===== src/rtl/cs_final_add_acc.sv =====
// Carry-save final adder and accumulator for a systolic-array PE: resolves the
// compressor's r_a/r_b vectors in a 2-stage carry-propagate pipeline and sums products.

module cs_final_add_acc_chk #(
   parameter int AWIDTH = 24
) (
   input logic              clk,
   input logic              rst_n,
   input logic              in_ready,
   input logic              out_valid,
   input logic              out_ready,
   input logic [AWIDTH-1:0] out_acc,
   input logic              out_ovf
);

   // in_ready mirrors the stall condition, and a stalled result never moves.
   a_ready_is_not_stall: assert property (@(posedge clk) disable iff (!rst_n)
      in_ready == !(out_valid && !out_ready));

   a_result_held: assert property (@(posedge clk) disable iff (!rst_n)
      (out_valid && !out_ready) |=> (out_valid && $stable(out_acc) && $stable(out_ovf)));

endmodule

module cs_final_add_acc #(
   parameter int DWIDTH = 8,
   parameter int AWIDTH = 24
) (
   input  logic                clk,
   input  logic                rst_n,
   input  logic                in_valid,
   output logic                in_ready,
   input  logic [2*DWIDTH-1:0] r_a,
   input  logic [2*DWIDTH-1:0] r_b,
   input  logic                in_first,
   input  logic                in_last,
   output logic                out_valid,
   input  logic                out_ready,
   output logic [AWIDTH-1:0]   out_acc,
   output logic                out_ovf
);

   localparam int PW = 2 * DWIDTH;

   // Upper half absorbs the low-half carry; the sum wraps at 2*DWIDTH bits.
   function automatic logic [PW-1:0] resolve_prod(
      input logic [DWIDTH:0]   lo,
      input logic [DWIDTH-1:0] hi_a,
      input logic [DWIDTH-1:0] hi_b
   );
      logic [DWIDTH-1:0] hi;
      hi = hi_a + hi_b + {{(DWIDTH-1){1'b0}}, lo[DWIDTH]};
      return {hi, lo[DWIDTH-1:0]};
   endfunction

   logic              stall_s;
   logic              accept_s;
   logic              advance_s;
   logic [DWIDTH:0]   lo_sum_s;
   logic [PW-1:0]     prod_s;
   logic [AWIDTH-1:0] prod_ext_s;
   logic [AWIDTH:0]   acc_sum_s;

   logic              s1_valid_r;
   logic [DWIDTH:0]   s1_lo_r;
   logic [DWIDTH-1:0] s1_hi_a_r;
   logic [DWIDTH-1:0] s1_hi_b_r;
   logic              s1_first_r;
   logic              s1_last_r;

   logic [AWIDTH-1:0] acc_r;
   logic              ovf_r;
   logic              out_valid_r;

   // Handshake control and the combinational halves of both adder stages.
   always_comb begin
      stall_s    = 1'b0;
      accept_s   = 1'b0;
      advance_s  = 1'b0;
      lo_sum_s   = {(DWIDTH+1){1'b0}};
      prod_s     = {PW{1'b0}};
      prod_ext_s = {AWIDTH{1'b0}};
      acc_sum_s  = {(AWIDTH+1){1'b0}};

      if (out_valid_r && !out_ready) begin
         stall_s = 1'b1;
      end else begin
         stall_s = 1'b0;
      end

      accept_s  = in_valid && !stall_s;
      advance_s = s1_valid_r && !stall_s;

      lo_sum_s = {1'b0, r_a[DWIDTH-1:0]} + {1'b0, r_b[DWIDTH-1:0]};

      prod_s                 = resolve_prod(s1_lo_r, s1_hi_a_r, s1_hi_b_r);
      prod_ext_s[PW-1:0]     = prod_s;
      acc_sum_s              = {1'b0, acc_r} + {1'b0, prod_ext_s};
   end

   // Stage 1: low-half add with carry, upper halves and framing flags captured.
   always_ff @(posedge clk or negedge rst_n) begin
      if (!rst_n) begin
         s1_valid_r <= 1'b0;
         s1_lo_r    <= {(DWIDTH+1){1'b0}};
         s1_hi_a_r  <= {DWIDTH{1'b0}};
         s1_hi_b_r  <= {DWIDTH{1'b0}};
         s1_first_r <= 1'b0;
         s1_last_r  <= 1'b0;
      end else if (!stall_s) begin
         s1_valid_r <= accept_s;
         if (accept_s) begin
            s1_lo_r    <= lo_sum_s;
            s1_hi_a_r  <= r_a[PW-1:DWIDTH];
            s1_hi_b_r  <= r_b[PW-1:DWIDTH];
            s1_first_r <= in_first;
            s1_last_r  <= in_last;
         end
      end
   end

   // Stage 2: finish the product, load or accumulate, and present on last.
   always_ff @(posedge clk or negedge rst_n) begin
      if (!rst_n) begin
         acc_r       <= {AWIDTH{1'b0}};
         ovf_r       <= 1'b0;
         out_valid_r <= 1'b0;
      end else begin
         if (advance_s) begin
            if (s1_first_r) begin
               acc_r <= prod_ext_s;
               ovf_r <= 1'b0;
            end else begin
               acc_r <= acc_sum_s[AWIDTH-1:0];
               ovf_r <= ovf_r | acc_sum_s[AWIDTH];
            end
         end

         // A new last term re-arms out_valid on the very edge the old result leaves.
         if (advance_s && s1_last_r) begin
            out_valid_r <= 1'b1;
         end else if (out_valid_r && out_ready) begin
            out_valid_r <= 1'b0;
         end
      end
   end

   assign in_ready  = !stall_s;
   assign out_valid = out_valid_r;
   assign out_acc   = acc_r;
   assign out_ovf   = ovf_r;

   cs_final_add_acc_chk #(
      .AWIDTH (AWIDTH)
   ) u_chk (
      .clk       (clk),
      .rst_n     (rst_n),
      .in_ready  (in_ready),
      .out_valid (out_valid),
      .out_ready (out_ready),
      .out_acc   (out_acc),
      .out_ovf   (out_ovf)
   );

endmodule

===== config.mk =====
export PLATFORM = sky130hd
export DESIGN_NAME = cs_final_add_acc
export DESIGN_NICKNAME = d
export VERILOG_FILES = /design/src/rtl/cs_final_add_acc.sv
export SDC_FILE = /design/constraint.sdc
export NUM_CORES = 1
export LEC_CHECK = 0
export ABC_AREA = 1
export CAP_MARGIN = 5
export CORE_MARGIN = 5
export CORE_UTILIZATION = 55
export DETAILED_ROUTE_END_ITERATION = 8
export HOLD_SLACK_MARGIN = 0.15
export PLACE_DENSITY = 0.84
export SYNTH_ARGS = -nofsm -noshare
export SYNTH_HDL_FRONTEND = slang
export SYNTH_SLANG_ARGS = --single-unit

===== constraint.sdc =====
create_clock -name clk -period 3.8 [get_ports clk]
set_clock_uncertainty 0.1 [all_clocks]
set_input_delay 0.76 -clock clk [delete_from_list [all_inputs] [get_ports clk]]
set_output_delay 0.76 -clock clk [all_outputs]
set_load 0.05 [all_outputs]

==> Yosys cells after proc, flatten, opt, wreduce, memory -nomap -nowiden <==
Index checks and enable logic that the tools add are counted.
{ "op_classes": {"addsub": 4, "n_mux": 5, "bitwise": 2, "reduce_logical": 9} }
{ "op_table": {"columns": ["op", "count"], "rows": [
  ["24-bit by 16-bit adder with 25-bit output", 1],
  ["24-bit two-way mux", 1],
  ["8-bit by 8-bit adder with 9-bit output", 1],
  ["8-bit by 1-bit adder with 8-bit output", 1],
  ["8-bit adder", 1],
  ["1-bit logical AND", 5],
  ["1-bit two-way mux", 4],
  ["1-bit logical NOT", 2],
  ["2-bit AND reduction", 1],
  ["2-bit nonzero test", 1],
  ["1-bit inverter", 1],
  ["1-bit bitwise OR", 1]
]} }
{ "totals": {"regBits": 54, "input_bits": 38, "out_inout_bits": 27} }

==> Logic depth before layout (Yosys ltp) <==
{ "depth": {"ltp_word": 7, "ltp_mapped": 21, "depth_no_buf": 21} }

==> Worst setup path before layout <==
OpenSTA, ideal clock, no wires.
{ "synth_timing": {"path_kind": "register -> register", "start": "register s1_lo_r[8]", "end": "register acc_r[14] (netlist: out_acc[14])", "setup_time_ps": 118, "t_arrival_ps": 2646, "t_required_ps": 3582, "path_slack_ps": 936, "stages_incl_launch_ff": 21, "n_path_buf": 0, "cell_sequence": "dfrtp_1 fa_1 inv_1 fa_1 inv_1 nand3_1 nand2_1 or2_2 nand2_1 inv_1 ha_1 nand2_2 inv_2 nand2_1 inv_1 a21oi_1 nand3_1 nand3_1 nand2_1 nand2_1 nand2_1"} }
{ "synth_between": {"elab_chain_cells": 3} }
{ "synth_rtl": {"columns": ["element", "line_no", "source"], "rows": [
  ["from (decl)", "65", "logic [DWIDTH:0] s1_lo_r;"],
  ["from (signal assigned)", "105", "s1_lo_r <= {(DWIDTH+1){1'b0}};"],
  ["from (signal assigned)", "113", "s1_lo_r <= lo_sum_s;"],
  ["8-bit by 1-bit adder with 8-bit output *", "52", "hi = hi_a + hi_b + {{(DWIDTH-1){1'b0}}, lo[DWIDTH]};"],
  ["24-bit by 16-bit adder with 25-bit output", "98", "acc_sum_s = {1'b0, acc_r} + {1'b0, prod_ext_s};"],
  ["24-bit two-way mux *", "130", "if (s1_first_r) begin"],
  ["to (signal assigned)", "125", "acc_r <= {AWIDTH{1'b0}};"],
  ["to (signal assigned)", "131", "acc_r <= prod_ext_s;"],
  ["to (signal assigned)", "134", "acc_r <= acc_sum_s[AWIDTH-1:0];"],
  ["to (decl)", "71", "logic [AWIDTH-1:0] acc_r;"]
]} }
Every way passes the cells marked *; elsewhere a longest branch is shown, timed or not.
A chain may end at the register's enable or synchronous reset.

==> Worst setup path in the final report <==
{ "layout_timing": {"start": "register s1_lo_r[8]", "end": "register acc_r[17] (netlist: out_acc[17])"} }
{ "layout_between": {"elab_chain_cells": 3} }
{ "layout_rtl": {"columns": ["element", "line_no"], "rows": [
  ["8-bit by 1-bit adder with 8-bit output", "52"],
  ["24-bit by 16-bit adder with 25-bit output", "98"],
  ["24-bit two-way mux", "130"]
]} }
Every way passes these cells.

==> key figures <==
Global routing
  • Initial antenna violation count: 0
  • Global-route usage over all layers: 0.241
  • Overflow after GRT: 0
  • Vias in the first global route: 3862
  • First-pass GRT wire length: 17300 um
  • Largest net degree at the start of global routing: 31

STA
  • Worst-Margin Slew: ~0.64 ns
  • Post-route minimum period: a little over 3 ns
  • Max-slew violation count: 0
  • Final setup violating endpoints: 0
  • Hold Fails Final Rpt: 0
  • Final setup TNS: 0 ns
  • Fmax: 321 MHz
  • RSZ-0062 raised after global routing: false
  • Final period util: 0.820
  • Slew headroom: 0.570

Clock tree
  • Clk slew on worst S/H paths: 0.10 ns
  • Clk sinks: 54
  • H-tree levels: 2
  • Post-CTS Hold Buffers: 0
  • Clock buffer count from CTS: 5
  • Clock Path Buffers: 2
  • # resized after CTS: 0
  • Setup Fix Bufs, Post-CTS: 0
  • Clock latency at the later pin of the worst-skew pair: ~0.30 ns
  • Clock tree from TritonCTS: yes
  • Clock root buffer: clkbuf_8

Power and ir drop
  • Leakage: roughly 0.0026 uW
  • Seq pwr share: 0.231
  • VDD IR max: 0.000365 V
  • Pwr Total: ~3800 uW
  • Internal power: between 1500 and 2000 uW
  • Combinational share of power: 0.669
  • P_sw: 2030 uW
  • PwrDens: about 790 mW/mm^2
  • Switching Share: 0.530
  • Clk network pwr share: 0.100

Worst setup path
  • CP Launch Type: register
  • Arr. time, crit path: 3.22 ns
  • Crit end category: register
  • WP data required: 3.90 ns
  • Critical path type: register to register
  • Crit Path Max Fanout: 5

Drt
  • TritonRoute pass-1 iters: 5
  • Vias: 3904
  • DRT iter0 DRCs: 202
  • Final WL: 10100 um
  • Vias per cell: about 5.2
  • Post-DR wirelength/cell: roughly 13 um
  • Number of remaining DRC errors: 0
  • Post-route ant nets: 0

Logic synthesis
  • Area of the mapped netlist: 0.00404 mm^2
  • Number of synthesized flops with an enable pin: 0
  • Synth warn: 0
  • Ys async rst share: 1.00
  • Most instantiated library cell after synthesis: nand2_1
  • Share of the yosys chip area belonging to registers: 0.335
  • Post-Syn Instances: 588
  • Syn_area_per_cell: 6.86 um^2
  • Seq cells post-synth: 54
  • Synth top area cells: dfrtp_1 33%, nand2_1 20%, ha_1 9.3%
  • Synth top cells by count: 211 x nand2_1, 62 x inv_1, 54 x dfrtp_1
  • Ys flop type: dfrtp_1
  • Syn nets: 660
  • Share of the synthesized area in the top cell type: 0.335
  • Dominant cell type by area after synthesis: dfrtp_1
  • Synth cell types: 33

Layout
  • Final Net Count: 724
  • # fillers: 656
  • Core Util, Final: 0.676
  • Synth-to-Final Area Change: 20.9%
  • Layout cells sized above 1: 0.0613
  • Antenna diodes: 0
  • Register area: 0.00135 mm^2
  • Multi-input gate area: 0.00238 mm^2

Place
  • Routability congestion estimate: 0.914
  • Port bufs: between 60 and 70
  • Detail Placement HPWL: between 8000 and 9000 um

Run
  • Max Cap Violations: 0

Die
  • Row count: 31
  • Die Y: 95.7 um
  • I/O pins: 65
  • Die W: 95.7 um
  • Core footprint: a little over 0.007 mm^2
  • Starting density of the core: 0.559
  • Die Area: ~0.009 mm^2

Hold path
  • Worst min path class: input pin to asynchronous set/reset pin

Run status
  • Status: finished, final reports clean
-- logic make-up (layout without fill, tap and decap cells) --
| group | Yosys count | after routing | share of synthesized area |
|---|---|---|---|
| buf+inv | 77 | 142 | 0.0747 |
| compound gates | 80 | 80 | 0.104 |
| flops | 54 | 54 | 0.335 |
| xor+xnor | 8 | 8 | 0.0174 |
| simple gates | 335 | 335 | 0.357 |
| fa+ha+maj | 34 | 34 | 0.113 |
-- placed cells by master (no fill, tap or decap), types with 3 or more instances in the layout --
cell type and n:
nand3_2 3, nand3b_1 4, dfrtp_1 54, clkbuf_8 5, nand2_2 12, fa_1 4
nand2_1 211, o21ai_0 18, o21bai_1 3, nor3_1 7, inv_2 3, inv_1 62
xor2_1 5, xnor2_1 3, nand4_1 5, nand3_1 37, o21ai_1 5, nor2_1 41
buf_4 4, nor2_2 5, a21oi_1 49, ha_1 30, clkdlybuf4s50_1 63, and2_1 4
-- flip-flops by register name (all words and copies together) (netlist names) --
register    flops
out_acc        24
s1_lo_r         9
s1_hi_a_r       8
s1_hi_b_r       8
out_ovf         1
out_valid       1
s1_first_r      1
s1_last_r       1
s1_valid_r      1
-- stage by stage --
step	instances	worst slack (ns)	area (um^2)	hold slack, ns
2_1_floorplan	588	0.936	4040	0.353
3_3_place_gp	744	0.744	4770	0.369
3_5_place_dp	744	0.685	4770	0.370
4_1_cts	752	0.669	4880	0.360
5_1_grt	752	0.365	4880	0.374
6_report	752	0.684	4880	0.343
-- metal layers --
| layer | global-route usage | wire [um] | vias to the layer above |
|---|---|---|---|
| met2 | 0.416 | 4980 | 87 |
| li1 | - | - | 2016 |
| met1 | 0.324 | 4650 | 1799 |
| met4 | 0.0474 | 38 | 0 |
| met5 | 0 | 0 | - |
| met3 | 0.0339 | 460 | 2 |
-- path summary, 6_finish.rpt --
| check | depth (start not counted) | startpoint | end | slack [ns] |
|---|---|---|---|---|
| max in group asynchronous | 2 | rst_n | out_ovf | 2.43 |
| min in group clk | 2 | s1_hi_b_r[5] | s1_hi_b_r[5] | 0.40 |
| setup / recovery | 19 | s1_lo_r[8] | out_acc[17] | 0.68 |
| setup reg to reg | 19 | s1_lo_r[8] | out_acc[17] | 0.68 |
| hold reg to reg | 2 | s1_hi_b_r[5] | s1_hi_b_r[5] | 0.40 |
| hold / removal | 1 | rst_n | out_valid | 0.34 |
-- area by class of cell --
type,count,share of cell area
Clock buffer,5,0.0141
Multi-Input combinational cell,457,0.488
Clock inverter,3,0.00821
Timing Repair Buffer,68,0.136
Inverter,66,0.0508
Sequential cell,54,0.277
Tap cell,99,0.0254
-- power groups by stage --
stage               Clock, uW  Combinational, uW  Sequential, uW
finish                    385               2560             885
global route              422               2860             907
CTS                       400               2560             884
detailed placement          0               2550             893
global placement            0               2520             886
floorplan                   0               1540            1210
-- critical path, stage by stage (launching register included) --
cell	delay [ns]
dfrtp_1	0.42
fa_1	0.45
inv_1	0.08
fa_1	0.20
inv_1	0.06
nand3_1	0.06
nand2_1	0.06
or2_2	0.27
nand2_1	0.09
inv_1	0.05
ha_1	0.35
nand2_1	0.13
nor2_1	0.12
inv_1	0.07
nor3_1	0.12
nand2_1	0.09
nand2_2	0.10
nand3_1	0.07
nand2_1	0.07
nor2_1	0.04
No activity file was read; power rests on OpenSTA's default activity.
